[src/rtl/mult8b_rev_pkg.sv]
// Shared widths, LIFO entry layout and FSM state type for the reversible multiplier sequencer.
// MULT8B_SCHED_CHECK_EN widens each entry with the forward operands for replay checking.
package mult8b_rev_pkg;

   localparam int P_W      = 16;
   localparam int GARB_W   = 63;
   localparam int OP_W     = 8;
   localparam int SETTLE_W = 4;

   // entry layout, LSB first: garbage, product, then (optionally) b and a
   localparam int GARB_LSB = 0;
   localparam int P_LSB    = GARB_LSB + GARB_W;
`ifdef MULT8B_SCHED_CHECK_EN
   localparam int OPB_LSB  = P_LSB + P_W;
   localparam int OPA_LSB  = OPB_LSB + OP_W;
   localparam int ENTRY_W  = OPA_LSB + OP_W;
`else
   localparam int ENTRY_W  = P_LSB + P_W;
`endif

   typedef enum logic [2:0] {
      IDLE       = 3'd0,
      FWD_SETTLE = 3'd1,
      FWD_RSP    = 3'd2,
      REV_SETTLE = 3'd3,
      REV_RSP    = 3'd4
   } sched_state_t;

endpackage

[src/rtl/mult8b_rev_lifo.sv]
// Register stack holding captured forward results until they are uncomputed.
// Storage is not reset; only the occupancy count is.
module mult8b_rev_lifo
   import mult8b_rev_pkg::*;
#(
   parameter int DEPTH = 4,
   localparam int CW   = $clog2(DEPTH) + 1
) (
   input  logic               clk,
   input  logic               rst_n,
   input  logic               push,
   input  logic               pop,
   input  logic [ENTRY_W-1:0] push_data,
   output logic [ENTRY_W-1:0] top,
   output logic [CW-1:0]      count
);

   localparam int AW = $clog2(DEPTH);

   logic [ENTRY_W-1:0] stack [DEPTH];
   logic [AW-1:0]      wr_idx;
   logic [AW-1:0]      top_idx;

   // count==DEPTH aliases index 0, but a push is never issued when full
   assign wr_idx  = count[AW-1:0];
   assign top_idx = wr_idx - 1'b1;
   assign top     = stack[top_idx];

   always_ff @(posedge clk) begin
      if (push) stack[wr_idx] <= push_data;
   end

   always_ff @(posedge clk or negedge rst_n) begin
      if (!rst_n)    count <= '0;
      else if (push) count <= count + 1'b1;
      else if (pop)  count <= count - 1'b1;
   end

endmodule

[src/rtl/mult8b_rev_sched.sv]
// Sequencing master for the reversible 8-bit multiplier wrapper: forward, capture, LIFO, replay.
// Optional MULT8B_SCHED_CHECK_EN compares recovered operands against the stored originals.
//
//   state      | meaning
//   IDLE       | waiting for a request, mac_* idle at 0
//   FWD_SETTLE | operands on f_a/f_b, counting down the settle window
//   FWD_RSP    | product presented upstream until prod_ready
//   REV_SETTLE | top entry on r_p/r_garb with dir=1, counting down
//   REV_RSP    | recovered operands presented until rec_ready
module mult8b_rev_sched
   import mult8b_rev_pkg::*;
#(
   parameter int DEPTH      = 4,
   parameter int SETTLE_CYC = 2,
   localparam int CW        = $clog2(DEPTH) + 1
) (
   input  logic              clk,
   input  logic              rst_n,
   input  logic              fwd_valid,
   output logic              fwd_ready,
   input  logic [OP_W-1:0]   fwd_a,
   input  logic [OP_W-1:0]   fwd_b,
   output logic              prod_valid,
   input  logic              prod_ready,
   output logic [P_W-1:0]    prod_p,
   input  logic              unc_valid,
   output logic              unc_ready,
   output logic              rec_valid,
   input  logic              rec_ready,
   output logic [OP_W-1:0]   rec_a,
   output logic [OP_W-1:0]   rec_b,
   output logic [CW-1:0]     count,
   output logic              chk_err,
   output logic              mac_dir,
   output logic [OP_W-1:0]   mac_f_a,
   output logic [OP_W-1:0]   mac_f_b,
   input  logic [P_W-1:0]    mac_f_p,
   input  logic [GARB_W-1:0] mac_f_garb,
   output logic [P_W-1:0]    mac_r_p,
   output logic [GARB_W-1:0] mac_r_garb,
   input  logic [OP_W-1:0]   mac_r_a,
   input  logic [OP_W-1:0]   mac_r_b
);

   localparam logic [CW-1:0]       DEPTH_C   = CW'(DEPTH);
   localparam logic [SETTLE_W-1:0] SETTLE_LD = SETTLE_W'(SETTLE_CYC - 1);

   sched_state_t        state;
   logic [SETTLE_W-1:0] settle_cnt;
   logic                settle_tc;
   logic                push;
   logic                pop;
   logic [ENTRY_W-1:0]  push_data;
   logic [ENTRY_W-1:0]  top;

   assign settle_tc = (settle_cnt == '0);
   assign push      = (state == FWD_SETTLE) && settle_tc;
   assign pop       = (state == REV_SETTLE) && settle_tc;

   assign unc_ready = (state == IDLE) && (count != '0);
   assign fwd_ready = (state == IDLE) && (count < DEPTH_C) && !(unc_valid && (count != '0));

`ifdef MULT8B_SCHED_CHECK_EN
   assign push_data = {mac_f_a, mac_f_b, mac_f_p, mac_f_garb};

   // compared while the entry is still on top, i.e. on the pop edge
   always_ff @(posedge clk or negedge rst_n) begin
      if (!rst_n)
         chk_err <= 1'b0;
      else if (pop && ({mac_r_a, mac_r_b} != top[OPB_LSB +: 2*OP_W]))
         chk_err <= 1'b1;
   end
`else
   assign push_data = {mac_f_p, mac_f_garb};
   assign chk_err   = 1'b0;
`endif

   mult8b_rev_lifo #(.DEPTH(DEPTH)) u_lifo (
      .clk       (clk),
      .rst_n     (rst_n),
      .push      (push),
      .pop       (pop),
      .push_data (push_data),
      .top       (top),
      .count     (count)
   );

   always_ff @(posedge clk or negedge rst_n) begin
      if (!rst_n) begin
         state      <= IDLE;
         settle_cnt <= '0;
         mac_dir    <= 1'b0;
         mac_f_a    <= '0;
         mac_f_b    <= '0;
         mac_r_p    <= '0;
         mac_r_garb <= '0;
         prod_valid <= 1'b0;
         prod_p     <= '0;
         rec_valid  <= 1'b0;
         rec_a      <= '0;
         rec_b      <= '0;
      end else begin
         case (state)
            IDLE: begin
               if (unc_valid && unc_ready) begin
                  mac_dir    <= 1'b1;
                  mac_r_p    <= top[P_LSB +: P_W];
                  mac_r_garb <= top[GARB_LSB +: GARB_W];
                  settle_cnt <= SETTLE_LD;
                  state      <= REV_SETTLE;
               end else if (fwd_valid && fwd_ready) begin
                  mac_dir    <= 1'b0;
                  mac_f_a    <= fwd_a;
                  mac_f_b    <= fwd_b;
                  settle_cnt <= SETTLE_LD;
                  state      <= FWD_SETTLE;
               end
            end
            FWD_SETTLE: begin
               if (settle_tc) begin
                  prod_p     <= mac_f_p;
                  prod_valid <= 1'b1;
                  state      <= FWD_RSP;
               end else begin
                  settle_cnt <= settle_cnt - 1'b1;
               end
            end
            FWD_RSP: begin
               if (prod_ready) begin
                  prod_valid <= 1'b0;
                  mac_f_a    <= '0;
                  mac_f_b    <= '0;
                  state      <= IDLE;
               end
            end
            REV_SETTLE: begin
               if (settle_tc) begin
                  rec_a     <= mac_r_a;
                  rec_b     <= mac_r_b;
                  rec_valid <= 1'b1;
                  state     <= REV_RSP;
               end else begin
                  settle_cnt <= settle_cnt - 1'b1;
               end
            end
            REV_RSP: begin
               if (rec_ready) begin
                  rec_valid  <= 1'b0;
                  mac_dir    <= 1'b0;
                  mac_r_p    <= '0;
                  mac_r_garb <= '0;
                  state      <= IDLE;
               end
            end
            default: state <= IDLE;
         endcase
      end
   end

endmodule

[config.mk]
export PLATFORM = sky130hd
export DESIGN_NAME = mult8b_rev_sched
export DESIGN_NICKNAME = d
export VERILOG_FILES = /design/src/rtl/mult8b_rev_pkg.sv /design/src/rtl/mult8b_rev_lifo.sv /design/src/rtl/mult8b_rev_sched.sv
export SDC_FILE = /design/constraint.sdc
export NUM_CORES = 1
export LEC_CHECK = 0
export CORE_ASPECT_RATIO = 0.6
export CORE_UTILIZATION = 54
export DETAILED_ROUTE_END_ITERATION = 10
export HOLD_SLACK_MARGIN = 0.05
export PLACE_DENSITY = 0.82
export SYNTH_ARGS = -nofsm -noshare
export SYNTH_HDL_FRONTEND = slang
export SYNTH_SLANG_ARGS = --single-unit
export TNS_END_PERCENT = 5
[constraint.sdc]
create_clock -name clk -period 4.25 [get_ports clk]
set_input_delay 0.85 -clock clk [delete_from_list [all_inputs] [get_ports clk]]
set_output_delay 0.85 -clock clk [all_outputs]
set_load 0.01 [all_outputs]
==> key figures, run 1 <==
Floorplan
  • Initial core utilization: 0.554
  • I/O pin count: 253
  • Row count: between 40 and 50
  • Die Y-Extent: ~140 microns
  • Die ar.: about 32000 sq um
  • Core area: around 30000 sq um
  • Die X: 229 microns

Place
  • GPL Wtd Cong: ~0.76
  • # port buffers: between 200 and 300
  • Worst slack at placement: between 1000 and 1500 ps
  • HPWL Detailed: approximately 22 mm

CTS
  • Clk Latency, worst-skew pair: between 500 and 600 ps
  • Clk pin slew, worst setup/hold paths: around 60 ps
  • Hold bufs inserted after CTS: 0
  • Post-CTS sizing: 0
  • CTS tree: yes
  • H-tree levels: 2
  • Cts bufs inserted: 41
  • Sink Count: between 400 and 500
  • Post CTS Setup Buffer Count: 0
  • Root buf cell: clkbuf_16
  • CTS max path bufs: 3

Finish
  • Layout area overhead: 25.5%
  • Sequential Area: 13000 sq um
  • Fillers: 1882
  • Most common cell after layout, fill and taps aside: edfxtp_1
  • Net count, final: approximately 1200
  • Area of the multi-input gates: roughly 3500 sq um
  • Commonest cells after routing, fill and taps aside: edfxtp_1 (316), clkdlybuf4s50_1 (250), dfrtp_1 (139)
  • Layout cells sized above 1: 0.153

Job
  • Max_cap viols: 0

Logic synthesis
  • Post-synth EDFFs: between 300 and 400
  • Main combinational cell family by area after synthesis: multiplexers
  • FF+latch count, synth: around 460
  • Synth Warn #: 0
  • Mapped Area: ~17000 sq um
  • Seq/Total Area, Yosys: 0.776
  • Syn nets: 940
  • Synth Area in XOR/XNOR: 0.00157
  • Synth cell types: 38
  • Async SR Flop Fraction: 0.307
  • Syn Inst Count: 817
  • Mux cell area share after synthesis: 0.129
  • Mean Syn Cell Area: about 20 sq um
  • Synth Area in Adders: 0.00493
  • Top FF cell, synth: edfxtp_1
  • Post-Synth Simple-Gate Area: 0.0264
  • Area fraction in compound gates after synthesis: 0.0465

GRT
  • Pin count of the biggest net entering global routing: 94
  • Number of global-route vias before repair: a little over 9000
  • Initial antenna violation count: 2
  • Overflow after GRT: 0
  • Global-route wire length before repair: 55.1 mm
  • Overall Global Routing Usage: 0.231

Outcome
  • Status: complete, no violations

Drt
  • First-pass detailed-route iteration total: 4
  • DRC viols: 0
  • Routed WL: roughly 36 mm
  • Vias per cell: around 5.7
  • Initial drt markers: around 680
  • Via Count: ~8800
  • Average wire per standard cell: between 20 and 25 microns
  • Final antenna-violating net count: 0

Worst setup path
  • Critical Path Start: u_lifo.count[0]$_DFFE_PN0P_
  • Reg2reg path depth: 8
  • Worst R2R End: u_lifo.stack[1][47]$_DFFE_PP_
  • Crit end category: output pin
  • R2R setup slack: about 1200 ps
  • Worst r2r src: settle_cnt[0]$_DFFE_PN0P_
  • CP endpoint: count[0]
  • CP required: approximately 3400 ps
  • WS Path Type: flip-flop to output pin
  • CP arrival: approximately 2300 ps
  • Startpoint types: flip-flop
  • Worst-path maximum fanout: 46

STA
  • Final Cycle Share: 0.746
  • Max Freq: 315 MHz
  • Final setup violation count: 0
  • Final hold violations: 0
  • Setup Skew: roughly 11 ps
  • RSZ-0062 raised after global routing: false
  • Setup TNS Final: 0 ps
  • Slew Viols, Final: 0
  • Worst slew pin tran: roughly 980 ps
  • Slew headroom: 0.347
  • Final min period: 3170 ps
  • Post-route worst setup slack: between 1000 and 1500 ps

Power
  • PD cells: 679 nW/um^2
  • Lkg Pwr: about 7.5 nW
  • Peak VDD IR: roughly 0.4 mV

Worst hold path
  • Worst min path class: input port to async pin
[power breakdown]
group	switching, mW	internal, mW	total [mW]
logic	2.12	2.64	4.75
clock network	1.55	1.92	3.47
registers	0.492	5.55	6.05
[stage by stage]
step                cell area [sq um]  utilization  power (mW)  hold WS [ps]  cells
floorplan                       16700            -        8.80           510    817
global placement                19800        0.654        10.8           466   1448
detailed placement              19800        0.654        10.9           475   1448
CTS                             21000        0.695        14.4           442   1523
global route                    21000        0.695        14.9           473   1523
finish                          21000        0.695        14.3           392   1524
[sequential cells by signal, indices dropped and copies added, names as in the netlist]
register      flops
u_lifo.stack    316
mac_r_garb       63
mac_r_p          16
prod_p           16
mac_f_a           8
mac_f_b           8
rec_a             8
rec_b             8
settle_cnt        4
state             3
u_lifo.count      3
mac_dir           1
prod_valid        1
rec_valid         1
[layout make-up]
type                            count  area share
Sequential cell                   456       0.618
Clock inverter                     12     0.00333
Inverter                            6     0.00107
Antenna cell                        1    0.000119
Timing Repair Buffer              270       0.129
Clock buffer                       63      0.0561
Multi-Input combinational cell    308       0.168
Tap cell                          408      0.0243
[logic make-up (layout without fill, tap and decap cells)]
| kind of cell | Yosys count | after routing |
|---|---|---|
| AOI/OAI and AO/OA | 93 | 93 |
| xor gates and xnor gates | 3 | 3 |
| adders and majority gates | 6 | 6 |
| buffers and inverters | 53 | 351 |
| DFF | 456 | 456 |
| muxes | 113 | 113 |
| other | 1 | 2 |
| and+or+nand+nor | 92 | 92 |
[critical path, cell delays in order, from the launching register on]
cell             delay, ps
dfrtp_4                410
buf_4                  680
clkdlybuf4s50_1        700
[synth_stat cells, types with 3 or more instances]
cell / n / area [sq um]
o21ai_0: 3 / 15.0
o21ai_1: 5 / 25.0
edfxtp_1: 316 / 9490
dfrtp_1: 140 / 3500
buf_2: 18 / 90.1
nand2_1: 45 / 169
clkbuf_1: 22 / 82.6
ha_1: 5 / 62.6
nor2_1: 6 / 22.5
and2_1: 6 / 37.5
nor2b_1: 5 / 31.3
a22o_1: 79 / 692
buf_6: 3 / 33.8
mux4_2: 79 / 1780
nand3_1: 18 / 90.1
inv_1: 5 / 18.8
mux2_1: 33 / 372
buf_4: 4 / 30.0
[metal layers]
layer / wire (microns) / global-route usage / up-vias / share of wire
li1: - / - / 3787 / -
met1: 15600 / 0.347 / 4590 / 0.44
met2: 16900 / 0.352 / 328 / 0.47
met3: 2510 / 0.0487 / 54 / 0.070
met4: 701 / 0.0586 / 2 / 0.020
met5: 13 / 0 / - / 0.00036
[worst min-delay path by stage]
stage	start	end	slack (ps)	cells past startpoint
floorplan	rec_valid$_DFFE_PN0P_	rec_valid$_DFFE_PN0P_	510	2
global placement	rec_valid$_DFFE_PN0P_	rec_valid$_DFFE_PN0P_	470	2
detailed placement	prod_p[11]$_DFFE_PN0P_	prod_p[11]$_DFFE_PN0P_	480	1
CTS	rst_n	mac_r_p[3]$_DFFE_PN0P_	440	1
global route	rst_n	mac_r_p[3]$_DFFE_PN0P_	470	1
finish	rst_n	mac_r_p[3]$_DFFE_PN0P_	390	1
Power figures use the tool's default switching activity.
==> run 2, diff against run 1 <==
--- a/config.mk
+++ b/config.mk
@@ -6,10 +6,10 @@
 export NUM_CORES = 1
 export LEC_CHECK = 0
 export CORE_ASPECT_RATIO = 0.6
-export CORE_UTILIZATION = 54
+export CORE_UTILIZATION = 49
 export DETAILED_ROUTE_END_ITERATION = 10
 export HOLD_SLACK_MARGIN = 0.05
-export PLACE_DENSITY = 0.82
+export PLACE_DENSITY = 0.78
 export SYNTH_ARGS = -nofsm -noshare
 export SYNTH_HDL_FRONTEND = slang
 export SYNTH_SLANG_ARGS = --single-unit
==> constraint.sdc (replaced) <==
create_clock -name clk -period 2.75 [get_ports clk]
set_input_delay 0.55 -clock clk [delete_from_list [all_inputs] [get_ports clk]]
set_output_delay 0.55 -clock clk [all_outputs]
set_load 0.01 [all_outputs]
==> key figures, run 2 (synthesis gave the netlist of run 1 again) <==
Outcome
  • Status: complete, no violations (unchanged)

Finish
  • Biggest regs: u_lifo.stack x316, mac_r_garb x63 (unchanged)
  • Layout area overhead: 28.3% (was 25.5%)
  • Fillers: 2321 (was 1882)
  • Net count, final: 1214 (was 1206)
  • Design area: 21500 sq um (was 21000 sq um)
  • Fin cells: 1586 (was 1524)
  • Most common cell after layout, fill and taps aside: edfxtp_1 (unchanged)
  • Core Util, Final: 0.637 (was 0.695)
  • Commonest cells after routing, fill and taps aside: edfxtp_1 (316), clkdlybuf4s50_1 (249), dfrtp_1 (139) (was edfxtp_1 (316), clkdlybuf4s50_1 (250), dfrtp_1 (139))
  • Top reg by flops: u_lifo.stack (unchanged)
  • Max reg flops: 316 (unchanged)
  • Layout cells sized above 1: 0.161 (was 0.153)

Worst setup path
  • CP required: 2200 ps (was 3400 ps)
  • CP arrival: 2090 ps (was 2320 ps)
  • R2R setup slack: 380 ps (was 1210 ps)
  • Worst-path maximum fanout: 4 (was 46)
  • WS Path Type: flip-flop to output pin (unchanged)
  • Startpoint types: flip-flop (unchanged)
  • Crit end category: output pin (unchanged)

Drt
  • Final antenna-violating net count: 0 (unchanged)
  • Initial drt markers: 711 (was 677)
  • Routed WL: 35.9 mm (was 35.7 mm)
  • First-pass detailed-route iteration total: 4 (unchanged)
  • Average wire per standard cell: 22.6 microns (was 23.4 microns)
  • Vias per cell: 5.55 (was 5.75)
  • Via Count: 8795 (was 8761)
  • DRC viols: 0 (unchanged)

Power
  • Peak VDD IR: 0.670 mV (was 0.401 mV)
  • Lkg Pwr: 7.70 nW (was 7.54 nW)
  • Switch share: 0.286 (was 0.291)
  • PD cells: 1070 nW/um^2 (was 679 nW/um^2)
  • Post-route total power: 22.9 mW (was 14.3 mW)
  • Internal power: 16.4 mW (was 10.1 mW)
  • P_sw: 6.56 mW (was 4.15 mW)
  • Seq pwr share: 0.406 (was 0.424)
  • Gate power share: 0.332 (was 0.333)
  • Clock power frac: 0.262 (was 0.243)

CTS
  • CTS max path bufs: 3 (unchanged)
  • Cts bufs inserted: 41 (unchanged)
  • Clk pin slew, worst setup/hold paths: 70 ps (was 60 ps)
  • Root buf cell: clkbuf_16 (unchanged)
  • H-tree levels: 2 (unchanged)
  • Post CTS Setup Buffer Count: 0 (unchanged)
  • CTS tree: yes (unchanged)
  • Sink Count: 456 (unchanged)
  • Clk Latency, worst-skew pair: 540 ps (about the same)

STA
  • Slew headroom: 0.599 (was 0.347)
  • RSZ-0062 raised after global routing: false (unchanged)
  • Setup TNS Final: 0 ps (unchanged)
  • Final Cycle Share: 0.959
  • Setup Skew: 12.5 ps (was 11.5 ps)
  • Final min period: about 2600 ps
  • Post-route worst setup slack: 113 ps (was 1080 ps)
  • Worst slew pin tran: 601 ps (was 980 ps)
  • Hold Worst Slack: 487 ps (was 392 ps)
  • Final hold violations: 0 (unchanged)
  • Slew Viols, Final: 0 (unchanged)
  • Max Freq: roughly 380 MHz
  • Final setup violation count: 0 (unchanged)

Place
  • # port buffers: 251 (unchanged)
  • GPL Wtd Cong: 0.780 (was 0.765)
  • Dpl cell area: 20000 sq um (was 19800 sq um)
  • Worst slack at placement: 359 ps (was 1220 ps)
  • HPWL Detailed: 22.1 mm (about the same)
  • Placed cells: 1506 (was 1448)

GRT
  • Overall Global Routing Usage: 0.211 (was 0.231)
  • Initial antenna violation count: 5 (was 2)
  • Pin count of the biggest net entering global routing: 80 (was 94)
  • Number of global-route vias before repair: 9116 (was 9221)
  • Overflow after GRT: 0 (unchanged)
  • Global-route wire length before repair: 55.0 mm (was 55.1 mm)

Floorplan
  • Initial core utilization: 0.497 (was 0.554)
  • Die ar.: 34900 sq um (was 31700 sq um)
  • Core area: 33700 sq um (was 30200 sq um)
  • Die Y-Extent: 145 microns (was 138 microns)
  • I/O pin count: 253 (unchanged)
  • Die X: 241 microns (was 229 microns)
  • Row count: 52 (was 49)

Worst hold path
  • Worst min path class: flip-flop to flip-flop (was input port to async pin)

Job
  • Max_cap viols: 0 (unchanged)
==> run 2: cell types whose count changed in the layout (fill, tap and decap cells not counted), sizes merged, moves of 2 or more <==
cell      before  now
diode          1    3
inv            9    7
clkbuf        63   60
bufinv         0    5
buf           20   27
clkinvlp       0    2
==> run 2: worst max-delay path, stage by stage (launching register included) <==
cell	delay, ps
dfrtp_4	500
inv_1	130
ha_4	170
nand2b_1	90
and2_1	180
clkdlybuf4s50_1	470
==> run 2: layout make-up <==
type	instances	area, sq um	share of cell area
sequential	456	13000	0.605
multi-input combinational	308	3530	0.164
timing repair buffer	278	2920	0.136
clock buffer	60	1220	0.0568
tap	459	574	0.0267
clock inverter	16	209	0.00973
inverter	6	22.5	0.00105
antenna	3	7.51	0.000349
==> run 2: power by group through the flow <==
stage	Sequential, mW	Clock, mW	Combinational [mW]
final	9.30	6.01	7.62
after global routing	9.42	6.43	8.20
after CTS	9.30	6.15	7.76
after detailed placement	9.41	0	7.70
after global placement	9.38	0	7.57
after floorplan	9.65	0	3.94
==> run 2: what timing repair did <==
| action | in CTS | in global routing |
|---|---|---|
| endpoints found under the hold margin | 57 | 0 |
| gates resized for setup | 2 | 0 |
| endpoints found under the setup margin | 2 | 0 |
| hold buffers | 1 | 0 |
==> run 2: worst paths after layout <==
check                                            startpoint                           to  depth (start not counted)
worst max-delay path            u_lifo.count[0]$_DFFE_PN0P_                    unc_ready                          5
worst max register to register    settle_cnt[0]$_DFFE_PN0P_  u_lifo.count[2]$_DFFE_PN0P_                         10
worst min-delay path                 prod_p[13]$_DFFE_PN0P_       prod_p[13]$_DFFE_PN0P_                          1
worst min register to register       prod_p[13]$_DFFE_PN0P_       prod_p[13]$_DFFE_PN0P_                          1
max in group asynchronous                             rst_n  u_lifo.count[0]$_DFFE_PN0P_                          3
min in group asynchronous                             rst_n       mac_r_p[6]$_DFFE_PN0P_                          2
==> run 2: per-layer routing <==
layer	vias up	GRT usage	wire, microns
li1	3834	-	-
met5	-	0	23
met4	4	0.0414	461
met3	44	0.0538	2710
met1	4581	0.321	16400
met2	332	0.311	16300
==> run 3, diff against run 2 <==
--- a/config.mk
+++ b/config.mk
@@ -5,7 +5,7 @@
 export SDC_FILE = /design/constraint.sdc
 export NUM_CORES = 1
 export LEC_CHECK = 0
-export CORE_ASPECT_RATIO = 0.6
+export CAP_MARGIN = 5
 export CORE_UTILIZATION = 49
 export DETAILED_ROUTE_END_ITERATION = 10
 export HOLD_SLACK_MARGIN = 0.05
==> key figures, run 3 (synthesis gave the netlist of run 1 again) <==
Floorplan
  • Die Y-Extent: 187 microns (was 145 microns)
  • Row count: 67 (was 52)
  • I/O pin count: 253 (unchanged)
  • Die X: 187 microns (was 241 microns)
  • Core area: 33600 sq um (was 33700 sq um)
  • Die ar.: 34900 sq um (about the same)
  • Initial core utilization: 0.498 (was 0.497)

Worst setup path
  • CP arrival: 2100 ps (was 2090 ps)
  • Startpoint types: flip-flop (unchanged)
  • Critical Path Start: u_lifo.count[0]$_DFFE_PN0P_ (unchanged)
  • R2R setup slack: 430 ps (was 380 ps)
  • Worst-path maximum fanout: 4 (unchanged)
  • Reg2reg path depth: 7 (was 10)
  • CP required: 2200 ps (about the same)
  • Worst R2R End: u_lifo.stack[1][52]$_DFFE_PP_ (was u_lifo.count[2]$_DFFE_PN0P_)
  • Worst r2r src: settle_cnt[0]$_DFFE_PN0P_ (unchanged)
  • CP endpoint: unc_ready (unchanged)
  • WS Path Type: flip-flop to output pin (unchanged)
  • Crit end category: output pin (unchanged)

CTS
  • Cts bufs inserted: 46 (was 41)
  • Sink Count: 456 (unchanged)
  • Clk Latency, worst-skew pair: 540 ps (about the same)
  • Root buf cell: clkbuf_16 (unchanged)
  • H-tree levels: 2 (unchanged)
  • CTS max path bufs: 3 (unchanged)
  • CTS tree: yes (unchanged)
  • Clk pin slew, worst setup/hold paths: 60 ps (was 70 ps)

Power
  • Peak VDD IR: 0.659 mV (was 0.670 mV)
  • Lkg Pwr: 7.83 nW (was 7.70 nW)
  • PD cells: 1080 nW/um^2 (was 1070 nW/um^2)
  • Post-route total power: 23.4 mW (was 22.9 mW)

Drt
  • Final antenna-violating net count: 0 (unchanged)
  • Via Count: 8653 (was 8795)
  • DRC viols: 0 (unchanged)
  • Initial drt markers: 504 (was 711)
  • Vias per cell: 5.46 (was 5.55)
  • First-pass detailed-route iteration total: 5 (was 4)
  • Average wire per standard cell: 21.8 microns (was 22.6 microns)
  • Routed WL: 34.5 mm (was 35.9 mm)

Finish
  • Layout cells sized above 1: 0.180 (was 0.161)
  • Max reg flops: 316 (unchanged)
  • Commonest cells after routing, fill and taps aside: edfxtp_1 (316), clkdlybuf4s50_1 (248), dfrtp_1 (138) (was edfxtp_1 (316), clkdlybuf4s50_1 (249), dfrtp_1 (139))
  • Core Util, Final: 0.646 (was 0.637)
  • Most common cell after layout, fill and taps aside: edfxtp_1 (unchanged)
  • Biggest regs: u_lifo.stack x316, mac_r_garb x63 (unchanged)
  • Layout area overhead: 29.7% (was 28.3%)
  • Net count, final: 1221 (was 1214)
  • Top reg by flops: u_lifo.stack (unchanged)

STA
  • Max Freq: 378 MHz (was 379 MHz)
  • Post-route worst setup slack: 104 ps (was 113 ps)
  • Final min period: 2650 ps (was 2640 ps)
  • Slew Viols, Final: 0 (unchanged)
  • Setup Skew: 19.9 ps (was 12.5 ps)
  • RSZ-0062 raised after global routing: false (unchanged)
  • Worst slew pin tran: 658 ps (was 601 ps)
  • Final setup violation count: 0 (unchanged)
  • Setup TNS Final: 0 ps (unchanged)
  • Final hold violations: 0 (unchanged)
  • Final Cycle Share: 0.962 (was 0.959)
  • Slew headroom: 0.562 (was 0.599)
  • Hold Worst Slack: 475 ps (was 487 ps)

Worst hold path
  • Worst min path class: flip-flop to flip-flop (unchanged)
  • Worst Hold Launch: rec_valid$_DFFE_PN0P_ (was prod_p[13]$_DFFE_PN0P_)

Place
  • GPL Wtd Cong: 0.740 (was 0.780)
  • HPWL Detailed: 21.5 mm (was 22.1 mm)
  • # port buffers: 251 (unchanged)
  • Worst slack at placement: 349 ps (was 359 ps)

GRT
  • Number of global-route vias before repair: 9314 (was 9116)
  • Overall Global Routing Usage: 0.202 (was 0.211)
  • Initial antenna violation count: 3 (was 5)
  • Overflow after GRT: 0 (unchanged)
  • Pin count of the biggest net entering global routing: 85 (was 80)
  • Global-route wire length before repair: 54.1 mm (was 55.0 mm)

Job
  • Max_cap viols: 0 (unchanged)

Outcome
  • Status: complete, no violations (unchanged)
-- run 3: area by class of cell --
type | instances | area (sq um)
clock inverters | 24 | 277
clock buffers | 62 | 1370
diodes | 1 | 2.50
repair buffers | 280 | 2960
flip-flops and latches | 456 | 13000
fillers | 2263 | 11900
well taps | 448 | 561
multi-input cells | 308 | 3530
inverters | 6 | 22.5
-- run 3: per-stage QoR --
stage                     cells  area [sq um]
after floorplan             817         16800
after global placement     1497         20100
after detailed placement   1497         20100
after CTS                  1584         21700
after global routing       1584         21700
final                      1585         21700
-- run 3: worst min-delay path by stage --
stage / cells past startpoint / endpoint / slack [ps]
after floorplan: 0 / mac_dir$_DFFE_PN0P_ / 250
after global placement: 2 / rec_valid$_DFFE_PN0P_ / 460
after detailed placement: 2 / rec_valid$_DFFE_PN0P_ / 460
after CTS: 2 / rec_valid$_DFFE_PN0P_ / 480
after global routing: 2 / rec_valid$_DFFE_PN0P_ / 490
final: 2 / rec_valid$_DFFE_PN0P_ / 470
-- run 3: critical path, stage by stage, from the launching register on --
cell and delay [ps]:
dfrtp_4 500, inv_1 130, ha_4 170, nand2b_1 110
and2_1 180, clkdlybuf4s50_1 480
-- run 3: timing repair --
item                                    4_1_cts  5_1_grt
resized for setup                             3        1
gates cloned                                  0        0
hold buffers                                  1        0
buffers inserted                              0        0
endpoints found under the setup margin        2        1
pin swaps                                     0        0
hold endpoints to repair                     52        0
-- run 3: layer usage --
metal	vias up	routed length, microns	GRT usage	part of all wire
li1	3842	-	-	-
met1	4483	14500	0.270	0.42
met2	273	17300	0.342	0.50
met3	51	2030	0.0443	0.059
met4	4	677	0.0495	0.020
met5	-	23	0	0.00067
-- run 3: power by group --
part	total (mW)	internal [mW]	switching, mW
logic	7.61	4.22	3.38
clock network	6.52	3.98	2.54
registers	9.24	8.59	0.654
total	23.4	16.8	6.58
